**src/rtl/pl_pkg.sv**
```systemverilog
// Shared definitions for the memory/writeback stage: EX bundle field
// indices, the memory-interface FSM state type and the RNS lane width.
package pl_pkg;

  // Width of one RNS lane and of the integer datapath.
  localparam int LANE_W = 8;

  // Field positions inside the EX pipeline register bundle. Field 0 is the
  // leftmost (most significant) bit of the 8-bit vector.
  typedef enum logic [2:0] {
    EXR_STORE       = 3'd0,
    EXR_REG_WR_EN   = 3'd1,
    EXR_SAVE_COUT   = 3'd2,
    EXR_INV_EXECUTE = 3'd3,
    EXR_LOAD        = 3'd4,
    EXR_INV_FETCH   = 3'd5,
    EXR_INV_DECODE  = 3'd6,
    EXR_DEST_RNS    = 3'd7
  } exr_idx_t;

  // Memory handshake states.
  typedef enum logic [1:0] {
    IDLE    = 2'd0,
    ST_WAIT = 2'd1,
    LD_WAIT = 2'd2
  } mem_state_t;

  // Extract one named field from the EX bundle.
  function automatic logic exr_bit(input logic [7:0] ex_reg, input exr_idx_t idx);
    return ex_reg[3'd7 - idx];
  endfunction

endpackage

```
**src/rtl/pl_mem_if.sv**
```systemverilog
// Data-memory req/ack interface for pl_mem_wb: captures address/data on a
// load or store, holds the request stable until mem_ack, tracks the load
// destination and drives the registered stall.
module pl_mem_if
  import pl_pkg::*;
#(
  parameter int ADDR_WID = 16
) (
  input  logic                clk,
  input  logic                reset,
  input  logic                i_store,
  input  logic                i_load,
  input  logic [ADDR_WID-1:0] i_wr_addr,
  input  logic [ADDR_WID-1:0] i_rd_addr,
  input  logic [LANE_W-1:0]   i_wdata,
  input  logic [2:0]          i_dest,
  input  logic                i_mem_ack,
  output logic                o_mem_req,
  output logic                o_mem_we,
  output logic [ADDR_WID-1:0] o_mem_addr,
  output logic [LANE_W-1:0]   o_mem_wdata,
  output logic                o_stall,
  output logic                o_idle,
  output logic                o_ld_done,
  output logic [2:0]          o_ld_dest
);

  mem_state_t          r_state;
  logic                r_mem_req;
  logic                r_mem_we;
  logic [ADDR_WID-1:0] r_mem_addr;
  logic [LANE_W-1:0]   r_mem_wdata;
  logic                r_stall;
  logic [2:0]          r_ld_dest;

  // Request FSM: capture in IDLE, hold everything stable until mem_ack.
  always_ff @(posedge clk or negedge reset) begin
    if (!reset) begin
      r_state     <= IDLE;
      r_mem_req   <= 1'b0;
      r_mem_we    <= 1'b0;
      r_mem_addr  <= '0;
      r_mem_wdata <= '0;
      r_stall     <= 1'b0;
      r_ld_dest   <= '0;
    end else begin
      // NOTE: non-blocking assignments so every register samples pre-edge values.
      case (r_state)
        IDLE: begin
          if (i_store) begin
            r_mem_addr  <= i_wr_addr;
            r_mem_wdata <= i_wdata;
            r_mem_we    <= 1'b1;
            r_mem_req   <= 1'b1;
            r_stall     <= 1'b1;
            r_state     <= ST_WAIT;
          end else if (i_load) begin
            r_mem_addr  <= i_rd_addr;
            r_ld_dest   <= i_dest;
            r_mem_we    <= 1'b0;
            r_mem_req   <= 1'b1;
            r_stall     <= 1'b1;
            r_state     <= LD_WAIT;
          end
        end
        ST_WAIT, LD_WAIT: begin
          if (i_mem_ack) begin
            r_mem_req <= 1'b0;
            r_stall   <= 1'b0;
            r_state   <= IDLE;
          end
        end
        default: begin
          r_mem_req <= 1'b0;
          r_stall   <= 1'b0;
          r_state   <= IDLE;
        end
      endcase
    end
  end

  assign o_mem_req   = r_mem_req;
  assign o_mem_we    = r_mem_we;
  assign o_mem_addr  = r_mem_addr;
  assign o_mem_wdata = r_mem_wdata;
  assign o_stall     = r_stall;
  assign o_idle      = (r_state == IDLE);
  // Load data is valid in the same cycle as the ack that ends LD_WAIT.
  assign o_ld_done   = (r_state == LD_WAIT) && i_mem_ack;
  assign o_ld_dest   = r_ld_dest;

endmodule

```
**src/rtl/pl_mem_wb.sv**
```systemverilog
// Memory/writeback pipeline stage. Consumes the EX bundle, issues loads and
// stores through pl_mem_if, drives the integer and RNS register-file write
// ports, keeps the architectural carry flag and stalls upstream while a
// memory access is outstanding.
// Optional build macro PL_MEM_WB_FWD_EN: when defined, fwd_* mirror the
// registered writeback port for the EX operand bypass; otherwise they are 0.
module pl_mem_wb
  import pl_pkg::*;
#(
  parameter int NUM_DOMAINS = 2,
  parameter int ADDR_WID    = 16
) (
  input  logic                          clk,
  input  logic                          reset,
  input  logic [7:0]                    EX_reg,
  input  logic [3:0]                    destination_reg_addr,
  input  logic [NUM_DOMAINS*LANE_W-1:0] operation_result,
  input  logic [ADDR_WID-1:0]           data_wr_addr,
  input  logic [ADDR_WID-1:0]           data_rd_addr,
  input  logic                          carry_in_EX,
  output logic                          mem_req,
  output logic                          mem_we,
  output logic [ADDR_WID-1:0]           mem_addr,
  output logic [LANE_W-1:0]             mem_wdata,
  input  logic [LANE_W-1:0]             mem_rdata,
  input  logic                          mem_ack,
  output logic                          stall,
  output logic                          int_wr_en,
  output logic [2:0]                    int_wr_addr,
  output logic [LANE_W-1:0]             int_wr_data,
  output logic                          rns_wr_en,
  output logic [2:0]                    rns_wr_addr,
  output logic [NUM_DOMAINS*LANE_W-1:0] rns_wr_data,
  output logic                          carry_flag,
  output logic                          fwd_valid,
  output logic [3:0]                    fwd_addr,
  output logic [NUM_DOMAINS*LANE_W-1:0] fwd_data
);

  localparam int RES_W = NUM_DOMAINS * LANE_W;

  // Decoded EX bundle fields.
  logic w_valid;
  logic w_is_store;
  logic w_is_load;
  logic w_reg_wr;
  logic w_save_cout;

  assign w_valid     = !exr_bit(EX_reg, EXR_INV_EXECUTE);
  assign w_is_store  = exr_bit(EX_reg, EXR_STORE);
  assign w_is_load   = exr_bit(EX_reg, EXR_LOAD);
  assign w_reg_wr    = exr_bit(EX_reg, EXR_REG_WR_EN);
  assign w_save_cout = exr_bit(EX_reg, EXR_SAVE_COUT);

  // Store has priority when both memory bits are set.
  logic w_store_go;
  logic w_load_go;
  assign w_store_go = w_valid && w_is_store;
  assign w_load_go  = w_valid && w_is_load && !w_is_store;

  logic       w_idle;
  logic       w_ld_done;
  logic [2:0] w_ld_dest;

  pl_mem_if #(
    .ADDR_WID (ADDR_WID)
  ) u_mem_if (
    .clk         (clk),
    .reset       (reset),
    .i_store     (w_store_go),
    .i_load      (w_load_go),
    .i_wr_addr   (data_wr_addr),
    .i_rd_addr   (data_rd_addr),
    .i_wdata     (operation_result[LANE_W-1:0]),
    .i_dest      (destination_reg_addr[2:0]),
    .i_mem_ack   (mem_ack),
    .o_mem_req   (mem_req),
    .o_mem_we    (mem_we),
    .o_mem_addr  (mem_addr),
    .o_mem_wdata (mem_wdata),
    .o_stall     (stall),
    .o_idle      (w_idle),
    .o_ld_done   (w_ld_done),
    .o_ld_dest   (w_ld_dest)
  );

  // An instruction is consumed only while the memory interface is idle;
  // during a wait the EX bundle is frozen and looked at again afterwards.
  logic w_consume;
  logic w_alu_wr;
  assign w_consume = w_idle && w_valid;
  assign w_alu_wr  = w_consume && w_reg_wr && !w_is_store && !w_is_load;

  logic             r_int_wr_en;
  logic [2:0]       r_int_wr_addr;
  logic [LANE_W-1:0] r_int_wr_data;
  logic             r_rns_wr_en;
  logic [2:0]       r_rns_wr_addr;
  logic [RES_W-1:0] r_rns_wr_data;
  logic             r_carry_flag;

  // Registered writeback port: single-cycle enables, load data or ALU result.
  always_ff @(posedge clk or negedge reset) begin
    if (!reset) begin
      r_int_wr_en   <= 1'b0;
      r_int_wr_addr <= '0;
      r_int_wr_data <= '0;
      r_rns_wr_en   <= 1'b0;
      r_rns_wr_addr <= '0;
      r_rns_wr_data <= '0;
    end else begin
      r_int_wr_en <= 1'b0;
      r_rns_wr_en <= 1'b0;
      if (w_ld_done) begin
        // Loads always land in the integer file.
        r_int_wr_en   <= 1'b1;
        r_int_wr_addr <= w_ld_dest;
        r_int_wr_data <= mem_rdata;
      end else if (w_alu_wr) begin
        if (destination_reg_addr[3]) begin
          r_rns_wr_en   <= 1'b1;
          r_rns_wr_addr <= destination_reg_addr[2:0];
          r_rns_wr_data <= operation_result;
        end else begin
          r_int_wr_en   <= 1'b1;
          r_int_wr_addr <= destination_reg_addr[2:0];
          r_int_wr_data <= operation_result[LANE_W-1:0];
        end
      end
    end
  end

  // Architectural carry: updated only by a consumed valid save_cout instruction.
  always_ff @(posedge clk or negedge reset) begin
    if (!reset) begin
      r_carry_flag <= 1'b0;
    end else if (w_consume && w_save_cout) begin
      r_carry_flag <= carry_in_EX;
    end
  end

  assign int_wr_en   = r_int_wr_en;
  assign int_wr_addr = r_int_wr_addr;
  assign int_wr_data = r_int_wr_data;
  assign rns_wr_en   = r_rns_wr_en;
  assign rns_wr_addr = r_rns_wr_addr;
  assign rns_wr_data = r_rns_wr_data;
  assign carry_flag  = r_carry_flag;

`ifdef PL_MEM_WB_FWD_EN
  // Forwarding view of the writeback port for the EX operand bypass.
  always_comb begin
    // NOTE: defaults first so no path leaves an output unassigned (no latch).
    fwd_valid = r_int_wr_en | r_rns_wr_en;
    fwd_addr  = {1'b0, r_int_wr_addr};
    fwd_data  = RES_W'(r_int_wr_data);
    if (r_rns_wr_en) begin
      fwd_addr = {1'b1, r_rns_wr_addr};
      fwd_data = r_rns_wr_data;
    end
  end
`else
  assign fwd_valid = 1'b0;
  assign fwd_addr  = '0;
  assign fwd_data  = '0;
`endif

endmodule

```
**config.mk**
```make
export PLATFORM = sky130hd
export DESIGN_NAME = pl_mem_wb
export DESIGN_NICKNAME = d
export VERILOG_FILES = /design/src/rtl/pl_pkg.sv /design/src/rtl/pl_mem_if.sv /design/src/rtl/pl_mem_wb.sv
export SDC_FILE = /design/constraint.sdc
export NUM_CORES = 1
export LEC_CHECK = 0
export BUFFER_PORTS_ARGS = -buffer_cell sky130_fd_sc_hd__buf_2
export CAP_MARGIN = 0
export CELL_PAD_IN_SITES_DETAIL_PLACEMENT = 1
export CELL_PAD_IN_SITES_GLOBAL_PLACEMENT = 1
export CORE_ASPECT_RATIO = 0.75
export CORE_MARGIN = 4
export CORE_UTILIZATION = 37
export DETAILED_ROUTE_END_ITERATION = 7
export HOLD_SLACK_MARGIN = 0.06
export PLACE_DENSITY = 0.83
export SLEW_MARGIN = 5
export SYNTH_ARGS = -nofsm -noshare
export SYNTH_HDL_FRONTEND = slang
export SYNTH_SLANG_ARGS = --single-unit
```
**constraint.sdc**
```tcl
create_clock -name clk -period 3.34 [get_ports clk]
set_input_delay 0.334 -clock clk [delete_from_list [all_inputs] [get_ports clk]]
set_output_delay 0.334 -clock clk [all_outputs]
set_load 0.02 [all_outputs]
```
==> results.yml, run 1 <==
cts:
  clk_pin_slew_ns: 0.07
  cts_tree: "built"
  cts.htree.levels: 3
  cts.sinks: 64
  hold_buffers: 0
  cts_post_setup_buffers_inserted: 0
  root_buffer: "clkbuf_8"
  clk_latency_ns: 0.32
  cts_buffer_depth: 2
  cts_resized: 0
  cts_buffers: 9
floorplan:
  die_area_um2: 9695
  die_h_um: 86.28
  ios: 153
  chipWidth_um: 112.4
  initial_core_util_pct: 38.18
  core_um2: 7918
  rows: 28
setup_path:
  worstPathMaxFanout: 13
  cp-end-kind: "flop"
  cp_data_arrival_time_ns: 2.52
  slowest_stage: "nand4_1"
  critical-path-max-stage-delay_ns: 0.48
  critPathKind: "reg2reg"
  setup.worst_path.start_class: "flop"
  crit_path_cell_trace: "inv_1 -> ha_1 -> nor2b_1 -> nand4_1 -> buf_4 -> mux2_2"
  required_ns: 3.55
routing:
  vias: 2284
  avgRoutedWirePerCell_um: 17.15
  postRouteAntennaNets: 0
  vias_per_cell: 4.758
  firstDrtPassIters: 4
  wl_mm: 8.230
  drc: 0
  drt_iter0_drc: 33
sta:
  setup_viol: 0
  final_hold_viol_count: 0
  slew_headroom_pct: 28.72
  timing.fmax_ghz: 0.4329
  whs_ns: 0.1981
  fin_crit_sh_pct: 69.17
  rsz0062_at_grt: "false"
  slew_violations: 0
  worst_pin_slew_ns: 1.064
  period_minus_slack_ns: 2.310
  tns_ns: 0
  skew_ns: 0.005041
place:
  dp.final_hpwl_mm: 6.294
  routabilityCongestion: 0.7339
  place_area_um2: 3686
  port_buffers: 128
synthesis:
  synthCells: 240
  syn_area_um2: 3023
  syn_area_per_cell_um2: 12.60
  synth-seq-cells: 64
  ys_types: 29
  ys_warn_count: 0
  synth-seq-area-share_pct: 52.98
final_layout:
  seq_area_um2: 1602
  fillers: 944
  diodes: 0
  utilization_pct: 48.91
  nNetsFinal: 445
  multi_input_area_um2: 1256
  layout_common_cells: "buf_2, dfrtp_1, mux2_2"
  final_common_cell: "buf_2"
  drive_gt1_share_pct: 57.07
  final_area_um2: 3872
  area_growth_pct: 28.10
global_route:
  overflow: 0
  grt_pass1_wl_mm: 12.97
  antenna_found_initial: 0
  grt_pass1_vias: 2486
  grt_max_degree: 46
  grt_use_total_pct: 17.26
status:
  status: "completed"
flow_run:
  cap_violations: 0
worst_hold_path:
  hp-class: "in2async"
pwr:
  p_leak_uw: 0.001938
  irDropWorstVdd_v: 0.0003746
  power_density_nw_per_um2: 905.1
worst max-delay path: cells and delay by family, from the launching register on:
kind / cells / cell delay, ns
flops: 1 / 0.41
simple gates: 2 / 0.77
fa+ha+maj: 1 / 0.27
mux: 1 / 0.29
buf+inv: 2 / 0.46
per-stage QoR:
stage	setup WS, ns	total power (µW)	std cells
finish	1.030	3505	480
global route	0.8864	3724	480
CTS	1.017	3554	480
detailed placement	1.019	2898	465
global placement	1.122	2822	465
floorplan	1.669	2339	260
layer usage:
metal	global-route usage, %	wire length, µm	up-vias	part of all wire (%)
met1	19.46	3196	1145	39
met3	5.094	472	11	5.7
li1	-	-	1060	-
met2	31.58	4441	68	54
met5	0	0	-	0
met4	5.677	120	0	1.5
state kept, by name, indices dropped and copies added (netlist names):
name / cells
rns_wr_data: 16
u_mem_if.o_mem_addr: 16
int_wr_data: 8
u_mem_if.o_mem_wdata: 8
int_wr_addr: 3
rns_wr_addr: 3
u_mem_if.o_ld_dest: 3
u_mem_if.r_state: 2
carry_flag: 1
int_wr_en: 1
rns_wr_en: 1
u_mem_if.o_mem_req: 1
u_mem_if.o_mem_we: 1
final timing paths:
check / cells past startpoint / from / slack, ns / endpoint
setup / recovery: 6 / u_mem_if.r_state[1]$_DFFE_PN0P_ / 1.03 / rns_wr_data[2]$_DFFE_PN0P_
hold / removal: 1 / reset / 0.20 / u_mem_if.o_mem_addr[7]$_DFFE_PN0P_
setup reg to reg: 6 / u_mem_if.r_state[1]$_DFFE_PN0P_ / 1.03 / rns_wr_data[2]$_DFFE_PN0P_
hold reg to reg: 1 / u_mem_if.r_state[0]$_DFFE_PN0P_ / 0.50 / u_mem_if.r_state[0]$_DFFE_PN0P_
max in group asynchronous: 2 / reset / 2.27 / rns_wr_data[13]$_DFFE_PN0P_
min in group clk: 2 / operation_result[12] / 0.24 / rns_wr_data[12]$_DFFE_PN0P_
layout make-up:
type	instances	share of cell area, %
Clock inverter	4	1.163
Inverter	5	0.4847
Tap cell	105	3.393
Clock buffer	11	3.651
Sequential cell	64	41.36
Multi-Input combinational cell	158	32.44
Timing Repair Buffer	133	17.51
cell usage after synthesis:
library cell / number / share of area (%)
a21oi_1: 2 / 0.33
a31oi_1: 11 / 2.3
and2_1: 1 / 0.21
buf_2: 4 / 0.66
buf_4: 23 / 5.7
buf_6: 2 / 0.74
clkbuf_1: 4 / 0.50
conb_1: 1 / 0.12
dfrtp_1: 64 / 53
ha_1: 2 / 0.83
inv_1: 5 / 0.62
mux2_2: 53 / 20
mux2_4: 10 / 5.0
nand2_1: 3 / 0.37
nand2b_1: 3 / 0.62
nand3_1: 11 / 1.8
nand4_1: 1 / 0.21
nor2_1: 12 / 1.5
nor2_2: 1 / 0.21
nor2b_1: 6 / 1.2
nor3_1: 1 / 0.17
nor3b_2: 1 / 0.41
nor4b_1: 1 / 0.29
o21ai_0: 5 / 0.83
o21ai_1: 9 / 1.5
o22a_1: 1 / 0.29
o2bb2ai_1: 1 / 0.29
o31ai_1: 1 / 0.25
or4b_1: 1 / 0.33
power by group:
| part | internal (µW) | switching (µW) |
|---|---|---|
| logic | 624 | 919 |
| clock network | 358 | 286 |
| registers | 1140 | 174 |
| total | 2130 | 1380 |
logic make-up (layout without fill, tap and decap cells):
family	Yosys count	after routing	synth area share [%]
multiplexers	63	63	24.71
AO/OA/AOI/OAI	30	30	5.753
flip-flops	64	64	52.98
buffers and inverters	38	153	8.237
other	1	21	0.1241
AND/OR/NAND/NOR	42	42	7.368
adder cells (fa/ha/maj)	2	2	0.8277
Note: power is estimated with default switching activity, not from simulation.
==> run 2: changes to the inputs <==
- CORE_UTILIZATION: 37 -> 34
- PLACE_DENSITY: 0.83 -> 0.77
- clock period: 3.34 -> 2.3 ns (I/O delays scaled with it)
==> run 2 against run 1 <==
Worst setup slack lost 0.76 ns. Die area grew 8.1%. Clock skew barely moved. Maximum frequency is 14% higher. Count of clock-buffer cells in the layout is 1 lower. Non-clock buffer count grew 5. Sequential power increased by 45%. Critical endpoint is now int_wr_data[5]$_DFFE_PN0P_.
==> results.yml, run 2 (synthesis results as in run 1) <==
setup_path:
  critPathKind: "reg2reg"
  r2r_slack_ns: 0.27
  r2r_cells: 5
  cp-end-kind: "flop"
  required_ns: 2.49
  rr_startpoint: "u_mem_if.r_state[0]$_DFFE_PN0P_"
  setup.worst_path.start_class: "flop"
  worstPathMaxFanout: 12
  cp_data_arrival_time_ns: 2.21
  crit-reg2reg-capture: "int_wr_data[5]$_DFFE_PN0P_"
final_layout:
  utilization_pct: 47.00
  final_common_cell: "buf_2"
  fillers: 975
  final_cell_count_no_fill: 489
  multi_input_area_um2: 1256
  area_growth_pct: 33.15
  drive_gt1_share_pct: 57.74
  layout_common_cells: "buf_2, dfrtp_1, mux2_2"
  seq_area_um2: 1602
  diodes: 0
  final_area_um2: 4025
  nNetsFinal: 450
floorplan:
  die_h_um: 89.66
  initial_core_util_pct: 35.30
  core_um2: 8563
  rows: 29
  ios: 153
  chipWidth_um: 116.9
  die_area_um2: 10480
cts:
  clk_pin_slew_ns: 0.06
  cts_tree: "built"
  cts_post_setup_buffers_inserted: 0
  cts_buffers: 9
  clk_latency_ns: 0.32
  cts.sinks: 64
  cts_resized: 0
  root_buffer: "clkbuf_16"
  cts_buffer_depth: 2
  cts.htree.levels: 3
  hold_buffers: 1
sta:
  timing.fmax_ghz: 0.4937
  slew_violations: 0
  rsz0062_at_grt: "false"
  slew_headroom_pct: 64.05
  fin_crit_sh_pct: 88.07
  fin_ws_ns: 0.2745
  final_hold_viol_count: 0
  skew_ns: 0.005112
  worst_pin_slew_ns: 0.5392
  tns_ns: 0
  period_minus_slack_ns: 2.026
  setup_viol: 0
global_route:
  grt_use_total_pct: 16.97
  grt_pass1_vias: 2615
  grt_max_degree: 30
  antenna_found_initial: 0
  grt_pass1_wl_mm: 13.48
  overflow: 0
routing:
  avgRoutedWirePerCell_um: 17.51
  wl_mm: 8.564
  firstDrtPassIters: 4
  vias: 2316
  postRouteAntennaNets: 0
  vias_per_cell: 4.736
  drt_iter0_drc: 31
  drc: 0
place:
  dp.final_hpwl_mm: 6.591
  port_buffers: 128
  routabilityCongestion: 0.7262
  post-place-ws_ns: 0.3096
  dp_cells: 472
  place_area_um2: 3732
flow_run:
  cap_violations: 0
pwr:
  power_density_nw_per_um2: 1358
  p_leak_uw: 0.001994
  irDropWorstVdd_v: 0.0006551
status:
  status: "completed"
worst_hold_path:
  whs_path_depth: 2
  hold_end: "rns_wr_data[8]$_DFFE_PN0P_"
  holdCritStartpoint: "operation_result[8]"
  hp-class: "in2reg"
-- run 2: cell count changes in the layout (fill, tap and decap cells not counted), sizes merged --
cell and delta:
clkbuf -1, clkinv -2, dlygate4sd3 +1, bufinv -1
buf +4, inv +1, clkinvlp +4
-- run 2: worst max path at each step --
stage	endpoint	slack [ns]	cells after the start	from
2_1_floorplan	u_mem_if.o_mem_addr[10]$_DFFE_PN0P_	0.63	6	u_mem_if.r_state[1]$_DFFE_PN0P_
3_3_place_gp	int_wr_data[5]$_DFFE_PN0P_	0.41	5	u_mem_if.r_state[1]$_DFFE_PN0P_
3_5_place_dp	int_wr_data[5]$_DFFE_PN0P_	0.31	5	u_mem_if.r_state[0]$_DFFE_PN0P_
4_1_cts	int_wr_data[5]$_DFFE_PN0P_	0.28	5	u_mem_if.r_state[0]$_DFFE_PN0P_
5_1_grt	int_wr_data[7]$_DFFE_PN0P_	0.15	5	u_mem_if.r_state[0]$_DFFE_PN0P_
6_report	int_wr_data[5]$_DFFE_PN0P_	0.27	5	u_mem_if.r_state[0]$_DFFE_PN0P_
-- run 2: layer usage --
layer	vias to the layer above	share of wire, %	global-route usage (%)
met3	15	5.4	5.090
met2	66	52	29.94
li1	1072	-	-
met5	-	0	0
met1	1163	40	19.49
met4	0	2.1	6.771
-- run 2: final cells by class --
class	instances	share of cell area, %
repair buffers	138	18.15
flip-flops and latches	64	39.79
clock buffers	10	5.937
clock inverters	6	1.088
multi-input cells	158	31.21
inverters	5	0.4663
well taps	108	3.357
-- run 2: critical path: stages, from the launching register on --
cell     delay (ns)
dfrtp_1        0.38
inv_1          0.09
ha_1           0.30
or4b_1         0.74
o21ai_0        0.26
a31oi_1        0.11
-- run 2: through the flow --
step / total power (µW) / hold slack, ns
6_report: 5466 / 0.1359
5_1_grt: 5815 / 0.1233
4_1_cts: 5540 / 0.1257
3_5_place_dp: 4234 / 0.2051
3_3_place_gp: 4125 / 0.2025
2_1_floorplan: 3397 / -0.06559
-- run 2: power by group --
group	switching (µW)	internal, µW
logic	1350	919
clock network	517	760
registers	260	1660
total	2120	3340
==> run 3: changes to the inputs <==
- GPL_TIMING_DRIVEN: not set -> 0
==> run 3 against run 2 <==
Die area unchanged. Clock power is 14% higher. Highest routed layer unchanged. Critical path depth increased by 1. Maximum frequency decreased by 2.1%. Worst setup slack worse by 0.044 ns. Power increased by 4.7%. Core utilization increased by 2.1 points. Wire length is 4.4% higher. Via count is 4.0% higher. Design area up 4.5%. Final cell count grew 4.7%.
==> results.yml, run 3 (synthesis results as in run 1) <==
status:
  status: "completed"
worst_hold_path:
  hp-class: "in2reg"
place:
  dp.final_hpwl_mm: 6.765
  routabilityCongestion: 0.7288
  port_buffers: 128
final_layout:
  layout_common_cells: "buf_2, dfrtp_1, mux2_2"
  diodes: 0
  nNetsFinal: 474
  final_common_cell: "buf_2"
  utilization_pct: 49.14
  area_growth_pct: 39.20
  drive_gt1_share_pct: 58.42
setup_path:
  rr_startpoint: "u_mem_if.r_state[1]$_DFFE_PN0P_"
  crit-reg2reg-capture: "u_mem_if.o_mem_addr[11]$_DFFE_PN0P_"
  cp-endpoint: "u_mem_if.o_mem_addr[11]$_DFFE_PN0P_"
  cp_data_arrival_time_ns: 2.27
  setup.worst_path.start_class: "flop"
  r2r_cells: 6
  r2r_slack_ns: 0.23
  critPathKind: "reg2reg"
  worstPathMaxFanout: 10
  cp-startpoint: "u_mem_if.r_state[1]$_DFFE_PN0P_"
  required_ns: 2.50
  cp-end-kind: "flop"
floorplan:
  chipWidth_um: 116.9
  rows: 29
  die_area_um2: 10480
  die_h_um: 89.66
  ios: 153
  core_um2: 8563
  initial_core_util_pct: 35.30
pwr:
  power_density_nw_per_um2: 1360
  irDropWorstVdd_v: 0.0006635
  p_leak_uw: 0.002130
global_route:
  overflow: 0
  grt_use_total_pct: 17.96
  grt_max_degree: 65
  antenna_found_initial: 0
  grt_pass1_vias: 2659
  grt_pass1_wl_mm: 14.06
cts:
  root_buffer: "clkbuf_16"
  cts_buffer_depth: 2
  cts_resized: 0
  clk_latency_ns: 0.33
  hold_buffers: 1
  clk_pin_slew_ns: 0.05
  cts_post_setup_buffers_inserted: 0
  cts_tree: "built"
  cts.sinks: 64
  cts_buffers: 9
  cts.htree.levels: 3
sta:
  worst_pin_slew_ns: 0.8264
  setup_viol: 0
  tns_ns: 0
  period_minus_slack_ns: 2.069
  fin_crit_sh_pct: 89.97
  slew_violations: 0
  skew_ns: 0.005898
  final_hold_viol_count: 0
  slew_headroom_pct: 44.90
  rsz0062_at_grt: "false"
  timing.fmax_ghz: 0.4832
routing:
  avgRoutedWirePerCell_um: 17.46
  vias: 2409
  firstDrtPassIters: 4
  vias_per_cell: 4.705
  drt_iter0_drc: 81
  wl_mm: 8.939
  postRouteAntennaNets: 0
  drc: 0
flow_run:
  cap_violations: 0
-- run 3: changes by cell type in the layout (fill, tap and decap cells not counted), sizes merged --
cell	before	now
buf	137	157
bufinv	0	2
clkbuf	10	16
clkinvlp	4	0
inv	6	5
-- run 3: metrics by stage --
step	worst slack (ns)	total power [µW]	instances	hold WS, ns	cell area, µm²
after floorplan	0.6294	3397	260	-0.06559	3098
after global placement	0.3503	4184	496	0.4613	3874
after detailed placement	0.2974	4292	496	0.3836	3876
after CTS	0.2114	5809	512	0.1221	4208
after global routing	0.1117	6074	512	0.1226	4208
final	0.2307	5722	512	0.1363	4208
-- run 3: layer usage --
metal  global-route usage, %  share of wire [%]  vias up
met5                       0                  0        -
met4                   6.667                2.1        0
met3                   6.296                6.6       15
met2                   31.13                 53       76
met1                   20.70                 39     1199
li1                        -                  -     1119
-- run 3: worst min path at each step --
stage	to	slack [ns]	cells past startpoint	from
final	rns_wr_data[15]$_DFFE_PN0P_	0.14	2	operation_result[15]
after global routing	rns_wr_data[8]$_DFFE_PN0P_	0.12	2	operation_result[8]
after CTS	rns_wr_data[10]$_DFFE_PN0P_	0.12	2	operation_result[10]
after detailed placement	u_mem_if.o_mem_wdata[3]$_DFFE_PN0P_	0.38	1	reset
after global placement	rns_wr_data[8]$_DFFE_PN0P_	0.46	2	operation_result[8]
after floorplan	carry_flag$_DFFE_PN0P_	-0.07	0	reset
-- run 3: final cells by class --
cell class              instances  area, µm²
fillers                       973       4355
flip-flops and latches         64       1602
multi-input cells             158       1247
repair buffers                129      653.1
clock buffers                  12      256.5
plain buffers                  33      230.2
well taps                     108      135.1
clock inverters                 3      65.06
inverters                       5      18.77
-- run 3: worst max-delay path, cell delays in order, from the launching register on --
cell,delay (ns)
dfrtp_1,0.41
inv_1,0.08
ha_1,0.29
nand2b_1,0.14
nor2_2,0.38
buf_4,0.28
mux2_2,0.36
-- run 3: power by group --
group	switching (µW)	internal, µW
Sequential	264	1660
Combinational	1380	946
Clock	466	999
Total	2110	3610
